**src/rtl/cic_interpolator.sv**
```systemverilog
// CIC interpolator: comb chain at the input rate, zero-stuffing upsampler,
// integrator chain at the clock rate. Differential delay M = 1.
module cic_interpolator #(
    parameter  int IN_WIDTH  = 16,
    parameter  int STAGES    = 3,
    parameter  int INT_RATE  = 4,
    localparam int OUT_WIDTH = IN_WIDTH + (STAGES - 1) * $clog2(INT_RATE)
) (
    input  logic                 clk,
    input  logic                 rstn,
    input  logic                 clear,
    input  logic [IN_WIDTH-1:0]  in_data,
    input  logic                 in_valid,
    output logic                 in_ready,
    output logic [OUT_WIDTH-1:0] out_data,
    output logic                 out_valid,
    output logic                 underrun
);

    localparam int PW = $clog2(INT_RATE);

    typedef enum logic {IDLE, RUN} state_t;

    state_t                 state_q;
    state_t                 state_d;
    logic [PW-1:0]          phase;
    logic                   accept;
    logic                   slot;
    logic [OUT_WIDTH-1:0]   x;
    logic [OUT_WIDTH-1:0]   c [STAGES+1];
    logic [OUT_WIDTH-1:0]   d [STAGES];
    logic [OUT_WIDTH-1:0]   u;
    logic [OUT_WIDTH-1:0]   integ [STAGES];

    always_ff @(posedge clk or negedge rstn) begin
        if (!rstn) state_q <= IDLE;
        else       state_q <= state_d;
    end

    always_comb begin
        state_d  = state_q;
        in_ready = !clear && (state_q == IDLE || phase == '0);
        accept   = in_valid && in_ready;
        // In RUN every phase-0 cycle is a slot, even without a sample
        slot     = (state_q == RUN) ? in_ready : accept;
        if (clear)
            state_d = IDLE;
        else if (state_q == IDLE && accept)
            state_d = RUN;
    end

    always_comb begin
        x    = in_valid ? OUT_WIDTH'($signed(in_data)) : '0;
        c[0] = x;
        for (int k = 0; k < STAGES; k++)
            c[k+1] = c[k] - d[k];
    end

    always_ff @(posedge clk or negedge rstn) begin
        if (!rstn) begin
            phase    <= '0;
            u        <= '0;
            underrun <= 1'b0;
            for (int k = 0; k < STAGES; k++) begin
                d[k]     <= '0;
                integ[k] <= '0;
            end
        end else if (clear) begin
            phase    <= '0;
            u        <= '0;
            underrun <= 1'b0;
            for (int k = 0; k < STAGES; k++) begin
                d[k]     <= '0;
                integ[k] <= '0;
            end
        end else begin
            if (state_q == RUN)
                phase <= phase + 1'b1;
            else if (accept)
                phase <= PW'(1);
            if (slot) begin
                for (int k = 0; k < STAGES; k++)
                    d[k] <= c[k];
                u <= c[STAGES];
            end else begin
                u <= '0;
            end
            if (state_q == RUN) begin
                integ[0] <= integ[0] + u;
                for (int k = 1; k < STAGES; k++)
                    integ[k] <= integ[k] + integ[k-1];
            end
            if (state_q == RUN && phase == '0 && !in_valid)
                underrun <= 1'b1;
        end
    end

    assign out_data  = integ[STAGES-1];
    assign out_valid = (state_q == RUN);

endmodule

```
**config.mk**
```make
export PLATFORM = sky130hd
export DESIGN_NAME = cic_interpolator
export DESIGN_NICKNAME = d
export VERILOG_FILES = /design/src/rtl/cic_interpolator.sv
export SDC_FILE = /design/constraint.sdc
export NUM_CORES = 1
export LEC_CHECK = 0
export ABC_CLOCK_PERIOD_IN_PS = 16100
export CAP_MARGIN = 0
export CORE_UTILIZATION = 52
export DETAILED_ROUTE_END_ITERATION = 8
export GPL_TIMING_DRIVEN = 0
export PLACE_DENSITY_LB_ADDON = 0.15
export SLEW_MARGIN = 20
export SYNTH_ARGS = -nofsm -noshare
export SYNTH_HDL_FRONTEND = slang
export SYNTH_SLANG_ARGS = --single-unit
export TNS_END_PERCENT = 1
```
**constraint.sdc**
```tcl
create_clock -name clk -period 16.1 [get_ports clk]
set_clock_uncertainty 0.05 [all_clocks]
set_input_delay 3.22 -clock clk [delete_from_list [all_inputs] [get_ports clk]]
set_output_delay 3.22 -clock clk [all_outputs]
set_load 0.05 [all_outputs]
```
# Yosys cells after proc, flatten, opt, wreduce, memory -nomap -nowiden
# Cells that the tools add are included.
# totals
memories	0
mem_bits_rw	0
latch_bits	0
rom_bits	0
output_inout_bits	23
reg_bits	144
# op_classes
muxes	15
eq_ne	0
mul	0
n_shift	0
add_sub_neg	7
n_lt_le_gt_ge	0
reduce_logical	14
bitwise	1
n_div	0
# ops
op	count
2-to-1 mux 60 bit	4
adder 20 bit	3
2-to-1 mux 20 bit	3
subtractor 20 bit	3
nonzero test 2 bit	4
2-to-1 mux 2 bit	3
logical AND 1 bit	5
2-to-1 mux 1 bit	5
nonzero test 3 bit	1
adder 2 x 1 -> 2 bit, second input constant	1
logical NOT 1 bit	2
logical NOT 2 bit	1
logical OR 1 bit	1
inverter 1 bit	1

# Longest topological paths before layout
# depth
depth_word	7
depth_mapped	27
ltp_nobuf	26

# Worst setup path before layout
# Ideal clock, no wire load.
# synth_path
path_type	input-to-reg
from	input port in_valid
to	register u[19]
setup_time_ns	0.072
slack_ns	7.738
cell_stages	25
arrival_ns	8.240
cell_sequence	clkbuf_1 > nand2_1 > ha_1 > fa_1 > nand2b_1 > a21boi_0 > o21ai_0 > a31oi_1 > o21a_1 > nor2_1 > ha_1 > nand2_1 > o21ai_2 > or3_4 > o21ai_0 > xnor2_1 > ha_1 > a21o_1 > a21o_1 > or3_1 > a311o_1 > a21o_1 > a21oi_1 > xnor3_1 > nor2_1
# synth_between
elab_chain_cells	6
# synth_lines
item	line_no	rtl
start: declaration	13	input logic in_valid,
2-to-1 mux 20 bit	53	x = in_valid ? OUT_WIDTH'($signed(in_data)) : '0;
subtractor 20 bit (3 in a row)	56	c[k+1] = c[k] - d[k];
2-to-1 mux 20 bit (*)	81	if (slot) begin
2-to-1 mux 20 bit (*)	68	end else if (clear) begin
end signal: assignment	84	u <= c[STAGES];
end: declaration	32	logic [OUT_WIDTH-1:0] u;
# Mark *: on every way between the ends. The rest lies on a longest branch, timed or not.
# A chain may end at the register's enable or synchronous reset.

# Worst setup path after layout
# Ends and elaborated chain as after synthesis.

==> impl_metrics.yaml <==
worst_setup_path:
  reg2reg_depth: 25
  cpLargestDelayFamily: "compound AO/OA/AOI/OAI gates"
  critical_path_class: "in -> reg"
  cpPeakStageDelay_ps: 550
  r2r-start: "d[40]"
  startpoint_type: "primary input"
  critPathRequiredTime_ps: 16410
  critPathSlowestCell: "clkbuf_1"
  endpoint_kind: "flop"
  arrival_ps: 9880
  crit_cells: 28
  cpMostUsedCell: "a21o_1"
  cp-startpoint: "in_valid"
  crit_fanout: 10
  crit_buf_inv: 2
grt:
  grt_usage: 0.241
  grt_busiest_layer: "met2"
  met1_usage: 0.286
  grt_pass1_vias: 8156
  grtUsageMet3: 0.0417
  grt_pass1_wl_mm: 38.9
  grt-ovfl-total: 0
  globalRouteMet2Util: 0.450
  grt_max_degree: 75
  antenna_found_initial: 1
clocking:
  root_buffer: "clkbuf_16"
  numClockSinks: 140
  cts-buffers-inserted: 17
  post_cts_buffers: 0
  cts_resized: 0
  clkLatencyLatePin_ps: 430
  clk_path_buf_depth: 2
  ctsHoldBuffers: 0
  cts_tree: "built"
  clkTransAtPathRegs_ps: 60
  cts_htree_levels: 4
yosys:
  yosys_warnings: 0
  ys_types: 57
  async_flop_share: 1.00
  ys_ff_latch: 140
  avgSynthCellArea_sq_um: 8.85
  syn-instance-count: 1194
  syn-num-nets: 1332
  ys.flop_type: "dfrtp_1"
  synth_edf_count: 0
  synth-seq-area-share: 0.332
  synth_area_sq_mm: 0.0106
power:
  clockPowerShare: 0.224
  p_leak_nw: 5.74
  netSwitchingFraction: 0.394
  p_switching_w: 0.000700
  powerDensity_mw_per_mm2: 149
  pwr-share-comb: 0.526
  p_int_w: 0.00108
  sequentialPowerShare: 0.250
  vdd_drop_max_uv: 95.0
sta:
  period_minus_slack_ps: 9570
  setup_viol: 0
  hold_ws_ps: 431
  fmax_mhz: 104
  min_period_over_period: 0.594
  rsz0062_at_grt: "no"
  setup-tns-final_ps: 0
  hold_viol: 0
  timing.slew.headroom: 0.328
  worstMarginPinSlew_ps: 1010
  slew_viol_final: 0
routing:
  drc_errors: 0
  antenna_left: 0
  drt_iter0_markers: 394
  wl_per_cell_um: 15.1
  vias: 8417
  wl_mm: 23.1
  avgViaCountPerCell: 5.49
  drt_first_pass_iters: 4
place:
  dpl_cell_area_sq_mm: 0.0113
  dp_hpwl_mm: 17.3
  port-buffer-count: 42
  gp_congestion: 0.840
floorplan:
  fp.dieW_um: 145
  initial_utilization: 0.536
  die-area_sq_mm: 0.0209
  io_pins: 43
  std_cell_rows: 51
  core_area_sq_mm: 0.0197
  die_y_um: 145
finish:
  layout_common_cells: "dfrtp_1 (140), nor2_1 (116), ha_1 (112)"
  final_common_cell: "dfrtp_1"
  area_growth_pct: 13.1
  postLayoutCellArea_sq_mm: 0.0119
  layout-drive-gt1-share: 0.0528
  antenna_cells: 0
  nNetsFinal: 1394
run:
  cap_viol_max_count: 0
outcome:
  status: "finished, final reports clean"
worst_hold_path:
  hold_path_class: "reg -> reg"
  hold_depth: 2
  hp-start: "d[38]"
-- layout make-up --
cell class | instances | area [sq um]
clock inverters | 10 | 114
repair buffers | 43 | 453
fillers | 1732 | 7770
clock buffers | 22 | 484
multi-input cells | 904 | 6420
well taps | 265 | 332
inverters | 92 | 345
plain buffers | 58 | 293
flip-flops and latches | 140 | 3500
-- power by group through the flow --
| stage | sequential, W | combinational, W | clock, W |
|---|---|---|---|
| finish | 0.000443 | 0.000935 | 0.000398 |
| CTS | 0.000443 | 0.000933 | 0.000406 |
| global route | 0.000450 | 0.00106 | 0.000421 |
| detailed placement | 0.000449 | 0.000926 | 0 |
| global placement | 0.000447 | 0.000908 | 0 |
| floorplan | 0.000441 | 0.000768 | 0 |
-- routing by layer --
metal / routed length (um) / vias up / share of wire
li1: - / 4342 / -
met1: 10500 / 3928 / 0.45
met2: 11800 / 127 / 0.51
met3: 643 / 20 / 0.028
met4: 193 / 0 / 0.0083
met5: 0 / - / 0
-- flip-flops by register name (all words and copies together) (netlist names) --
register   flops
d             56
integ         40
out_data      20
u             20
phase          2
out_valid      1
underrun       1
-- cells in the mapped netlist (8+ instances only) --
cell type / n / area share
dfrtp_1: 140 / 0.33
nor2_1: 116 / 0.041
ha_1: 112 / 0.13
inv_1: 92 / 0.033
a21oi_1: 81 / 0.038
nand2_1: 73 / 0.026
o21ai_0: 63 / 0.030
xnor2_1: 58 / 0.048
a21o_1: 50 / 0.036
clkbuf_1: 32 / 0.011
nor3_1: 29 / 0.014
o31ai_1: 28 / 0.020
mux2i_1: 27 / 0.026
a22o_1: 24 / 0.020
nand2b_1: 22 / 0.013
xor2_1: 21 / 0.017
buf_4: 20 / 0.014
o21a_1: 20 / 0.014
and2_1: 17 / 0.010
nand3_1: 15 / 0.0071
o211ai_1: 14 / 0.0099
a211oi_1: 12 / 0.0085
nor2b_1: 11 / 0.0065
nor3b_1: 10 / 0.0071
or3_1: 10 / 0.0059
o21bai_1: 9 / 0.0064
a21boi_0: 8 / 0.0057
a31oi_1: 8 / 0.0047
-- worst min-delay path: stages (launching register included) --
cell     delay [ps]
dfrtp_1         340
nand2_1          40
o21ai_0          60
-- worst paths after layout --
| check | endpoint | slack, ps |
|---|---|---|
| max | u[19] | 6530 |
| min | d[38] | 430 |
| max reg2reg | u[19] | 10170 |
| min reg2reg | d[38] | 430 |
| max in group asynchronous | d[54] | 12570 |
| min in group asynchronous | out_data[1] | 2680 |
-- stage by stage --
step	utilization	total power, W	setup WS, ps	cells
after CTS	0.606	0.00178	6480	1534
after global routing	0.606	0.00193	6070	1534
after floorplan	-	0.00121	7740	1194
after detailed placement	0.576	0.00138	6060	1502
after global placement	0.574	0.00136	6020	1501
final	0.606	0.00178	6530	1534
-- cell families after synthesis --
group	Yosys count	synth area share
AND/OR/NAND/NOR	328	0.148
flip-flops	140	0.332
multiplexers	27	0.0256
XOR/XNOR	80	0.0676
buffers and inverters	150	0.0604
adder cells (fa/ha/maj)	118	0.144
AO/OA/AOI/OAI	351	0.223
Power figures use the tool's default switching activity.
